--- src/rtl/ram_arb_pkg.sv ---
// Shared types and window defaults for the data-RAM port arbiter.
// States, address regions and requester id.
package ram_arb_pkg;

  typedef enum logic [1:0] {
    IDLE,
    ACCESS,
    RESP
  } state_e;

  typedef enum logic [1:0] {
    REG_NONE,
    REG_DATA,
    REG_STACK
  } region_e;

  typedef logic req_id_t;

  localparam logic [31:0] DEF_DATA_BASE   = 32'h0000_1000;
  localparam int unsigned DEF_DATA_WORDS  = 100;
  localparam logic [31:0] DEF_STACK_TOP   = 32'hFFFF_FFFC;
  localparam int unsigned DEF_STACK_WORDS = 10;

endpackage

--- src/rtl/ram_addr_check.sv ---
// Address legality check for the data RAM window.
// Bounds use 33-bit arithmetic so the stack top cannot wrap to 0.
module ram_addr_check
  import ram_arb_pkg::*;
#(
  parameter logic [31:0] DATA_BASE   = DEF_DATA_BASE,
  parameter int unsigned DATA_WORDS  = DEF_DATA_WORDS,
  parameter logic [31:0] STACK_TOP   = DEF_STACK_TOP,
  parameter int unsigned STACK_WORDS = DEF_STACK_WORDS
) (
  input  logic [31:0] addr,
  output logic        legal,
  output region_e     region
);

  localparam logic [32:0] D_LO = {1'b0, DATA_BASE};
  localparam logic [32:0] D_HI = D_LO + 33'(4 * DATA_WORDS) - 33'd4;
  localparam logic [32:0] S_HI = {1'b0, STACK_TOP};
  localparam logic [32:0] S_LO = S_HI - 33'(4 * (STACK_WORDS - 1));

  logic [32:0] a;
  logic        aligned;
  logic        in_data;
  logic        in_stack;

  // Classify the address into data window, stack window or neither.
  always_comb begin
    a        = {1'b0, addr};
    aligned  = (addr[1:0] == 2'b00);
    in_data  = (a >= D_LO) && (a <= D_HI);
    in_stack = (a >= S_LO) && (a <= S_HI);
    region   = REG_NONE;
    if (aligned && in_data) begin
      region = REG_DATA;
    end else if (aligned && in_stack) begin
      region = REG_STACK;
    end
    legal = (region != REG_NONE);
  end

endmodule

--- src/rtl/ram_port_arbiter.sv ---
// Two-requester arbiter in front of the single data-RAM port.
// One access per two cycles, registered completion and read data.
module ram_port_arbiter
  import ram_arb_pkg::*;
#(
  parameter logic [31:0] DATA_BASE   = DEF_DATA_BASE,
  parameter int unsigned DATA_WORDS  = DEF_DATA_WORDS,
  parameter logic [31:0] STACK_TOP   = DEF_STACK_TOP,
  parameter int unsigned STACK_WORDS = DEF_STACK_WORDS,
  parameter bit          FIXED_PRIO  = 1'b0
) (
  input  logic             clk,
  input  logic             rst,
  input  logic [1:0]       m_req,
  input  logic [1:0]       m_we,
  input  logic [1:0][31:0] m_addr,
  input  logic [1:0][31:0] m_wdata,
  output logic [1:0]       m_gnt,
  output logic [1:0]       m_done,
  output logic [1:0]       m_err,
  output logic [31:0]      m_rdata,
  output logic             mem_write,
  output logic [31:0]      mem_addr,
  output logic [31:0]      mem_wdata,
  input  logic [31:0]      mem_rdata
);

  state_e      state_q, state_d;
  req_id_t     id_q, id_d;
  req_id_t     last_q, last_d;
  req_id_t     win;
  logic        we_q, we_d;
  logic        legal_q, legal_d;
  logic [31:0] addr_q, addr_d;
  logic [31:0] wdata_q, wdata_d;
  logic [31:0] rdata_q, rdata_d;
  logic [1:0]  done_q, done_d;
  logic [1:0]  err_q, err_d;
  logic        chk_legal;
  region_e     chk_region;
  logic        win_legal;

  // Pick the winner: sole requester, else fixed M0 or the one not granted last.
  always_comb begin
    if (m_req == 2'b11) begin
      win = FIXED_PRIO ? 1'b0 : ~last_q;
    end else begin
      win = m_req[1];
    end
  end

  ram_addr_check #(
    .DATA_BASE  (DATA_BASE),
    .DATA_WORDS (DATA_WORDS),
    .STACK_TOP  (STACK_TOP),
    .STACK_WORDS(STACK_WORDS)
  ) u_chk (
    .addr  (m_addr[win]),
    .legal (chk_legal),
    .region(chk_region)
  );

  assign win_legal = chk_legal & (chk_region != REG_NONE);

  // Next state, capture and response logic.
  always_comb begin
    state_d = state_q;
    id_d    = id_q;
    last_d  = last_q;
    we_d    = we_q;
    legal_d = legal_q;
    addr_d  = addr_q;
    wdata_d = wdata_q;
    rdata_d = rdata_q;
    done_d  = 2'b00;
    err_d   = 2'b00;
    m_gnt   = 2'b00;
    unique case (state_q)
      IDLE, RESP: begin
        state_d = IDLE;
        if (|m_req && !rst) begin
          m_gnt[win] = 1'b1;
          id_d       = win;
          last_d     = win;
          we_d       = m_we[win];
          legal_d    = win_legal;
          addr_d     = win_legal ? m_addr[win] : DATA_BASE;
          wdata_d    = m_wdata[win];
          state_d    = ACCESS;
        end
      end
      ACCESS: begin
        done_d[id_q] = 1'b1;
        err_d[id_q]  = ~legal_q;
        if (legal_q && !we_q) begin
          rdata_d = mem_rdata;
        end
        state_d = RESP;
      end
      default: state_d = IDLE;
    endcase
  end

  // State and capture registers with synchronous reset.
  always_ff @(posedge clk) begin
    if (rst) begin
      state_q <= IDLE;
      id_q    <= 1'b0;
      last_q  <= 1'b1;
      we_q    <= 1'b0;
      legal_q <= 1'b0;
      addr_q  <= DATA_BASE;
      wdata_q <= 32'h0;
      rdata_q <= 32'h0;
      done_q  <= 2'b00;
      err_q   <= 2'b00;
    end else begin
      state_q <= state_d;
      id_q    <= id_d;
      last_q  <= last_d;
      we_q    <= we_d;
      legal_q <= legal_d;
      addr_q  <= addr_d;
      wdata_q <= wdata_d;
      rdata_q <= rdata_d;
      done_q  <= done_d;
      err_q   <= err_d;
    end
  end

  assign mem_write = (state_q == ACCESS) & we_q & legal_q & ~rst;
  assign mem_addr  = addr_q;
  assign mem_wdata = wdata_q;
  assign m_done    = done_q;
  assign m_err     = err_q;
  assign m_rdata   = rdata_q;

endmodule

--- config.mk ---
export PLATFORM = sky130hd
export DESIGN_NAME = ram_port_arbiter
export DESIGN_NICKNAME = d
export VERILOG_FILES = /design/src/rtl/ram_arb_pkg.sv /design/src/rtl/ram_addr_check.sv /design/src/rtl/ram_port_arbiter.sv
export SDC_FILE = /design/constraint.sdc
export NUM_CORES = 1
export LEC_CHECK = 0
export ABC_AREA = 1
export BUFFER_PORTS_ARGS = -buffer_cell sky130_fd_sc_hd__buf_2
export CAP_MARGIN = 20
export CORE_MARGIN = 5
export CORE_UTILIZATION = 50
export CTS_BUF_LIST = sky130_fd_sc_hd__clkbuf_8
export DETAILED_ROUTE_END_ITERATION = 12
export GPL_TIMING_DRIVEN = 0
export PLACE_DENSITY_LB_ADDON = 0.15
export SLEW_MARGIN = 20
export SYNTH_ARGS = -nofsm -noshare
export SYNTH_HDL_FRONTEND = slang
export SYNTH_HIERARCHICAL = 1
export SYNTH_SLANG_ARGS = --single-unit
--- constraint.sdc ---
create_clock -name clk -period 5.2 [get_ports clk]
set_input_delay 0.26 -clock clk [delete_from_list [all_inputs] [get_ports clk]]
set_output_delay 0.26 -clock clk [all_outputs]
set_load 0.05 [all_outputs]
==> impl_metrics.csv, run 1 <==
group,metric,value,unit
outcome,status,"finished, final reports clean",
timing,fmax,388,MHz
finish,nets,1190,
finish,diodes,0,
critical_path,crit_slowest_cell,"clkbuf_1",
timing,rsz0062_at_grt,"no",
clocking,cts_tree,"done",
die,core_area,9680,sq um
routing,wire_per_inst,13.4,um
timing,setup_tns,0,ns
synth,yosys.area_share.simple,39.0,%
timing,setup_viol,0,
critical_path,r2r_cells,16,
critical_path,endpoint,"mem_addr[17]$_SDFFE_PP0P_",
critical_path,crit_top_cell,"nand2_1",
critical_path,start_kind,"register",
global_route,antenna_found_initial,0,
die,die_w,109,um
clocking,cts-resized-gates,0,
finish,postLayoutCoreUtil,68.4,%
clocking,cts-buffers-inserted,9,
clocking,htree_num_levels,3,
finish,synthToLayoutAreaGrowth,34.5,%
critical_path,ff2ff_setup_slack,2.62,ns
pwr,power_density,253,nW/um^2
placement,port_buffers,267,
synth,syn_inst,746,
routing,vias_per_cell,4.89,
placement,dp_hpwl,12400,um
routing,vias,5684,
die,num_rows,36,
finish,num-fill-cells,944,
synth,synth-xor-area-share,0,%
die,io_pins,269,
routing,first_iter_violations,423,
global_route,grtUsageTotal,24.9,%
global_route,first_global_vias,4868,
synth,ys_seq_elements,106,
pwr,leakage,0.00339,uW
routing,wl,15600,um
timing,skew,0.0143,ns
synth,synth_cell_types,22,
die,die-area,11900,sq um
timing,min_period,2.58,ns
synth,yosysWarnings,6,
synth,syn-num-nets,912,
clocking,root_buffer,"clkbuf_8",
global_route,grt_start_max_net_pins,19,
timing,hold_viol,0,
flow_run,cap_violations,0,
timing,worstMarginPinSlew,0.556,ns
die,fp.dieH,109,um
clocking,post_cts_buffers,0,
critical_path,critPathMaxStageDelay,0.35,ns
routing,dr.pass1.iters,7,
global_route,grt_pass1_wl,23500,um
clocking,path_clk_slew,0.10,ns
timing,final-max-slew-violation-count,0,
routing,antenna_left,0,
timing,relSlewSlack,62.9,%
global_route,grt-ovfl-total,0,
synth,synth_mux_area_share,0,%
critical_path,cp_num_cells,16,
synth,yosysSeqAreaShare,43.1,%
synth,synthAdderAreaFrac,0,%
clocking,clock_latency,0.36,ns
critical_path,startpoint,"last_q$_SDFFE_PP1P_",
critical_path,end_kind,"register",
pwr,vdd_ir_drop_max,0.120,mV
synth,synth_compound_area_share,10.3,%
critical_path,path_delay_family,"simple AND/OR/NAND/NOR gates",
clocking,ctsHoldBuffers,0,
critical_path,r2r_end,"mem_addr[17]$_SDFFE_PP0P_",
timing,hold_slack,0.153,ns
critical_path,crit_fanout,10,
clocking,cts.sinks,106,
die,start_util,50.8,%
routing,drc,0,
critical_path,path_cells,"nand2_1, nand2_1, clkbuf_1, nand2_1, nand2_1, nand2_1, nor2_1, o21ai_0, nor2_1, nand2_1, o21ai_2, o21ai_0, nor2_4, buf_6, nand2_1, a21oi_1",
critical_path,criticalPathCategory,"reg2reg",
synth,syn_area,4920,sq um
timing,fin_crit_sh,49.5,%
worst_hold_path,hp-class,"in2reg",
clocking,clk_path_buf_depth,2,
critical_path,arrival,2.86,ns
placement,place_congestion,0.866,
critical_path,path_buf_inv,2,
synth,synth_area_per_cell,6.60,sq um
synth,synth_top_family_by_area,"simple AND/OR/NAND/NOR gates",
finish,drive_above_1_share,32.3,%
critical_path,required,5.49,ns
critical_path,reg2reg_from,"last_q$_SDFFE_PP1P_",
## metrics by stage
| step | instance area, sq um | setup WS (ns) | instances | total power [uW] |
|---|---|---|---|---|
| floorplan | 4920 | 3.04 | 746 | 1070 |
| global placement | 6420 | 2.56 | 1146 | 1200 |
| detailed placement | 6420 | 2.57 | 1146 | 1200 |
| CTS | 6620 | 2.63 | 1162 | 1690 |
| global route | 6620 | 2.33 | 1162 | 1760 |
| finish | 6620 | 2.62 | 1162 | 1670 |
## Yosys cell counts
master / number / area (sq um)
inv_1: 20 / 75.1
nand3b_1: 2 / 15.0
dfxtp_1: 106 / 2120
nor3_1: 3 / 15.0
buf_6: 3 / 33.8
nor2_1: 24 / 90.1
o21ai_2: 1 / 8.76
or2_2: 1 / 6.26
buf_2: 27 / 135
nor3b_1: 1 / 7.51
a21oi_1: 96 / 480
inv_2: 1 / 3.75
o21ai_0: 2 / 10.0
o21a_1: 1 / 7.51
buf_4: 9 / 67.6
nand3_1: 100 / 500
nand2_1: 327 / 1230
buf_1: 1 / 3.75
clkbuf_1: 14 / 52.6
nor2_4: 2 / 22.5
nor2_2: 4 / 25.0
nand2_4: 1 / 11.3
## power by group
group | leakage [uW] | switching (uW) | internal [uW] | total (uW)
Sequential | 0.000859 | 9.55 | 830 | 840
Combinational | 0.00244 | 224 | 116 | 340
Clock | 0.0000981 | 286 | 208 | 494
## worst reg2reg max path, cell delays in order (launching register included)
cell,delay [ns]
dfxtp_1,0.34
nand2_1,0.09
nand2_1,0.11
clkbuf_1,0.35
nand2_1,0.14
nand2_1,0.14
nand2_1,0.07
nor2_1,0.15
o21ai_0,0.15
nor2_1,0.11
nand2_1,0.08
o21ai_2,0.05
o21ai_0,0.14
nor2_4,0.23
buf_6,0.17
nand2_1,0.06
a21oi_1,0.14
## layer usage
metal	part of all wire, %	GRT usage (%)	routed length [um]
met1	41	30.9	6400
met5	0	0	0
met4	1.2	6.59	193
met3	9.0	6.10	1410
met2	49	43.1	7560
## cells by family after synthesis
| group | count (synthesis) |
|---|---|
| and+or+nand+nor | 465 |
| DFF | 106 |
| AOI/OAI and AO/OA | 100 |
| buffers and inverters | 75 |
## placed cells by master, fill, tap and decap left out, types with 4 or more instances in the layout
cell type,synthesis,final
a21oi_1,96,96
inv_1,20,20
clkbuf_1,14,14
nand2_1,327,327
nor2_1,24,24
clkbuf_8,0,11
dfxtp_1,106,106
buf_4,9,9
buf_2,27,294
nand3_1,100,100
nor2_2,4,4
## registers in the layout, summed over array words and instances, names as in the netlist
| signal | cells |
|---|---|
| id_q | 1 |
| last_q | 1 |
| legal_q | 1 |
| m_done | 2 |
| m_err | 2 |
| m_rdata | 32 |
| mem_addr | 32 |
| mem_wdata | 32 |
| state_q | 2 |
| we_q | 1 |
## area by class of cell
type                    instances  area [sq um]  area share, %
plain buffers                  54           293           4.42
clock buffers                  11           151           2.29
clock inverters                 5          45.0          0.680
inverters                      21          78.8           1.19
multi-input cells             565          2430           36.7
flip-flops and latches        106          2120           32.1
well taps                     133           166           2.51
repair buffers                267          1340           20.2
## how the worst min path moves through the flow
stage	start	to	depth (start not counted)
2_1_floorplan	legal_q$_SDFFE_PP0P_	m_err[1]$_SDFF_PP0_	1
3_3_place_gp	m_rdata[8]$_SDFFE_PP0P_	m_rdata[8]$_SDFFE_PP0P_	2
3_5_place_dp	legal_q$_SDFFE_PP0P_	m_err[1]$_SDFF_PP0_	1
4_1_cts	mem_rdata[28]	m_rdata[28]$_SDFFE_PP0P_	3
5_1_grt	mem_rdata[28]	m_rdata[28]$_SDFFE_PP0P_	3
6_report	mem_rdata[28]	m_rdata[28]$_SDFFE_PP0P_	3
Power figures use the tool's default switching activity.
==> inputs of run 2 (changes only) <==
- CORE_UTILIZATION: 50 -> 46
- clock period: 5.2 -> 2.6 ns (I/O delays scaled with it)
==> run 2 against run 1 <==
Cell count increased by 0.60%; clock power grew 95%; critical path depth rose by 1; first-iteration DRC count fell by 10%.
==> impl_metrics.csv, run 2 (synthesis gave the netlist of run 1 again) <==
group,metric,value,unit
clocking,path_clk_slew,0.11,ns
critical_path,crit_slowest_cell,"dfxtp_1",
outcome,status,"finished, final reports clean",
critical_path,critPathMaxStageDelay,0.36,ns
global_route,grt-ovfl-total,0,
timing,hold_viol,0,
routing,first_iter_violations,379,
clocking,root_buffer,"clkbuf_8",
routing,drc,0,
critical_path,cp_num_cells,17,
pwr,vdd_ir_drop_max,0.366,mV
die,io_pins,269,
clocking,ctsHoldBuffers,0,
clocking,htree_num_levels,3,
clocking,clk_path_buf_depth,2,
timing,skew,0.0107,ns
timing,fmax,416,MHz
die,core_area,10400,sq um
die,start_util,47.5,%
placement,port_buffers,267,
placement,place_congestion,0.878,
critical_path,required,2.88,ns
clocking,cts.sinks,106,
die,die_w,113,um
critical_path,start_kind,"register",
die,fp.dieH,113,um
critical_path,path_delay_family,"simple AND/OR/NAND/NOR gates",
critical_path,path_cells,"nand2_1, nand2_1, buf_6, buf_6, nand2_1, nand2_1, nand2_1, nor2_1, o21ai_0, nor2_1, nand2_1, o21ai_2, o21ai_2, nor2_4, buf_4, nand2_1, a21oi_1",
finish,synthToLayoutAreaGrowth,35.5,%
timing,relSlewSlack,63.8,%
worst_hold_path,hp-class,"in2reg",
finish,drive_above_1_share,32.6,%
routing,dr.pass1.iters,5,
timing,setup_tns,0,ns
global_route,first_global_vias,5294,
critical_path,arrival,2.68,ns
clocking,clock_latency,0.36,ns
timing,worstMarginPinSlew,0.542,ns
pwr,leakage,0.00342,uW
critical_path,path_buf_inv,3,
die,num_rows,37,
critical_path,crit_fanout,10,
routing,vias,5696,
global_route,grt_start_max_net_pins,19,
timing,fin_crit_sh,92.5,%
pwr,report.power.total,3340,uW
die,die-area,12900,sq um
finish,nets,1194,
placement,dp_hpwl,12900,um
global_route,grtUsageTotal,24.3,%
clocking,cts-buffers-inserted,9,
global_route,antenna_found_initial,0,
critical_path,end_kind,"register",
critical_path,criticalPathCategory,"reg2reg",
critical_path,r2r_cells,17,
finish,final_common_cell,"nand2_1",
routing,wire_per_inst,14.0,um
timing,setup_viol,0,
global_route,grt_pass1_wl,25600,um
timing,rsz0062_at_grt,"no",
routing,wl,16400,um
timing,final-max-slew-violation-count,0,
finish,mostFrequentLayoutCells,"nand2_1 (327), buf_2 (292), dfxtp_1 (106), nand3_1 (100), a21oi_1 (96)",
finish,diodes,0,
timing,min_period,2.40,ns
routing,antenna_left,0,
critical_path,crit_top_cell,"nand2_1",
pwr,power_density,500,nW/um^2
worst_hold_path,min_path_cells,3,
clocking,cts_tree,"done",
routing,vias_per_cell,4.87,
flow_run,cap_violations,0,
## run 2: worst min-delay path, delay by kind of cell
kind,cells,cell delay [ns]
AO/OA/AOI/OAI,1,0.06
buffers and inverters,1,0.10
AND/OR/NAND/NOR,1,0.07
## run 2: area by class of cell
type / instances / area, sq um
Clock inverter: 6 / 55.1
Clock buffer: 10 / 138
Multi-Input combinational cell: 566 / 2440
Buffer: 54 / 310
Fill cell: 1040 / 3700
Sequential cell: 106 / 2120
Tap cell: 136 / 170
Timing Repair Buffer: 270 / 1360
Inverter: 21 / 78.8
## run 2: metrics by stage
step                area, sq um  utilization (%)  setup WS [ns]  cells  hold slack (ns)
floorplan                  4920                -          0.572    746            0.295
global placement           6430             62.0         0.0383   1149            0.401
detailed placement         6430             62.0         0.0804   1149            0.409
CTS                        6620             63.8         0.0435   1165          0.00972
global route               6670             64.3         0.0319   1169           0.0119
finish                     6670             64.3          0.195   1169           0.0315
## run 2: final timing paths
kind / startpoint / endpoint / slack, ns
max: last_q$_SDFFE_PP1P_ / mem_addr[30]$_SDFFE_PP0P_ / 0.20
max reg2reg: last_q$_SDFFE_PP1P_ / mem_addr[30]$_SDFFE_PP0P_ / 0.20
min: mem_rdata[4] / m_rdata[4]$_SDFFE_PP0P_ / 0.03
min reg2reg: m_rdata[2]$_SDFFE_PP0P_ / m_rdata[2]$_SDFFE_PP0P_ / 0.46
## run 2: what timing repair did
action,4_1_cts,5_1_grt
buffers inserted,0,0
endpoints found under the hold margin,0,0
endpoints found under the setup margin,0,33
resized for setup,0,13
## run 2: metal layers
metal	vias to the layer above	wire length [um]	track usage [%]
met3	19	1260	4.67
li1	2950	-	-
met4	0	249	6.25
met5	-	0	0
met1	2521	7010	31.7
met2	206	7860	41.3
## run 2: power by group
part           internal, uW  switching, uW  leakage (uW)
sequential             1660           19.0      0.000859
clock                   387            577      0.000101
combinational           237            455       0.00246
==> inputs of run 3 (changes only) <==
- CELL_PAD_IN_SITES_DETAIL_PLACEMENT: not set -> 2
- CELL_PAD_IN_SITES_GLOBAL_PLACEMENT: not set -> 2
- CORE_ASPECT_RATIO: not set -> 0.7
- CORE_UTILIZATION: 46 -> 23
==> run 3 against run 2 <==
Via count increased by 6.7%; clock power grew 14%; critical path type unchanged; largest cell class unchanged; critical endpoint is now mem_addr[13]$_SDFFE_PP0P_; non-clock buffer count grew 28.
==> impl_metrics.csv, run 3 (synthesis gave the netlist of run 1 again) <==
group,metric,value,unit
outcome,status,"finished, final reports clean",
finish,mostFrequentLayoutCells,"nand2_1 (322), buf_2 (291), dfxtp_1 (105), nand3_1 (100), a21oi_1 (96)",
critical_path,crit_top_cell,"nand2_1",
critical_path,crit_slowest_cell,"dfxtp_2",
clocking,path_clk_slew,0.12,ns
pwr,leakage,0.00354,uW
critical_path,crit_fanout,10,
die,start_util,23.6,%
placement,placedInstanceArea,6600,sq um
critical_path,critPathMaxStageDelay,0.35,ns
clocking,cts-buffers-inserted,9,
critical_path,required,2.93,ns
pwr,report.power.total,3570,uW
global_route,first_global_vias,6477,
routing,first_iter_violations,188,
die,die_w,185,um
routing,wire_per_inst,18.4,um
timing,fmax,419,MHz
routing,drc,0,
global_route,antenna_found_initial,3,
clocking,root_buffer,"clkbuf_8",
die,io_pins,269,
critical_path,path_cells,"nand2_4, buf_6, buf_6, nand3_1, nand2_2, nand2_1, nor2_4, o21ai_1, nor2_1, nand2_1, o21ai_2, o21ai_1, nor2_4, buf_8, nand2_1, a21oi_1",
worst_hold_path,hp-class,"in2reg",
routing,dr.pass1.iters,4,
routing,antenna_left,0,
finish,drive_above_1_share,32.3,%
clocking,htree_num_levels,3,
timing,hold_viol,0,
die,num_rows,44,
pwr,power_density,497,nW/um^2
timing,final-max-slew-violation-count,0,
timing,setup_viol,0,
clocking,cts_tree,"done",
global_route,grtUsageTotal,19.3,%
critical_path,arrival,2.72,ns
die,fp.dieH,132,um
routing,vias_per_cell,4.54,
placement,dp_hpwl,19100,um
routing,vias,6075,
clocking,clk_path_buf_depth,2,
global_route,grt_pass1_wl,37100,um
pwr,vdd_ir_drop_max,0.232,mV
finish,postLayoutCellArea,7190,sq um
finish,num-fill-cells,2642,
die,die-area,24500,sq um
flow_run,cap_violations,0,
clocking,clock_latency,0.39,ns
die,core_area,20900,sq um
timing,fin_crit_sh,91.8,%
placement,port_buffers,267,
placement,place_congestion,0.768,
finish,synthToLayoutAreaGrowth,46.0,%
timing,min_period,2.39,ns
timing,relSlewSlack,58.7,%
finish,nets,1221,
timing,hold_slack,0.0232,ns
critical_path,criticalPathCategory,"reg2reg",
global_route,grt_start_max_net_pins,20,
timing,skew,0.0149,ns
clocking,cts.sinks,106,
global_route,grt-ovfl-total,0,
timing,worstMarginPinSlew,0.620,ns
critical_path,end_kind,"register",
placement,dpl_worst_slack,-0.276,ns
critical_path,start_kind,"register",
timing,setup_tns,0,ns
timing,worst_slack,0.215,ns
timing,rsz0062_at_grt,"no",
finish,final_common_cell,"nand2_1",
routing,wl,24600,um
-- run 3: metrics by stage --
stage	util (%)	instances
floorplan	-	746
global placement	31.6	1289
detailed placement	31.6	1289
CTS	34.1	1333
global route	34.4	1337
finish	34.4	1337
-- run 3: area by class of cell --
type                            instances  area (sq um)  area share (%)
Multi-Input combinational cell        565          2460            34.2
Sequential cell                       106          2120            29.5
Timing Repair Buffer                  299          1650            22.9
Tap cell                              276           345            4.81
Buffer                                 53           327            4.54
Clock buffer                            9           124            1.72
Inverter                               21          78.8            1.10
Clock inverter                          6          76.3            1.06
Antenna cell                            2          5.00          0.0697
-- run 3: metal layers --
metal	routed length, um	GRT usage, %
met2	10800	30.2
met4	257	4.20
met5	7	0
met1	11800	26.3
met3	1650	5.76
-- run 3: power by group --
part | switching [uW] | total (uW) | internal (uW)
sequential | 20.8 | 1680 | 1660
clock | 641 | 1100 | 456
combinational | 516 | 790 | 274
total | 1180 | 3570 | 2390
-- run 3: worst paths after layout --
| check | startpoint | endpoint | slack [ns] | cells after the start |
|---|---|---|---|---|
| max | last_q$_SDFFE_PP1P_ | mem_addr[13]$_SDFFE_PP0P_ | 0.21 | 16 |
| min reg2reg | mem_addr[1]$_SDFFE_PP0P_ | mem_addr[1]$_SDFFE_PP0P_ | 0.47 | 2 |
| max reg2reg | last_q$_SDFFE_PP1P_ | mem_addr[13]$_SDFFE_PP0P_ | 0.21 | 16 |
| min | mem_rdata[25] | m_rdata[25]$_SDFFE_PP0P_ | 0.02 | 3 |
-- run 3: timing repair --
action | 4_1_cts | 5_1_grt
endpoints found under the setup margin | 33 | 33
cloned | 0 | 1
resized for setup | 10 | 19
pin swaps | 1 | 1
hold buffers | 29 | 0
setup buffers | 1 | 1
endpoints found under the hold margin | 29 | 0
-- run 3: critical path: cells and delay by family (launching register included) --
kind | cells | cell delay [ns]
compound gates | 4 | 0.42
simple gates | 9 | 1.06
flops | 1 | 0.35
buf+inv | 3 | 0.48
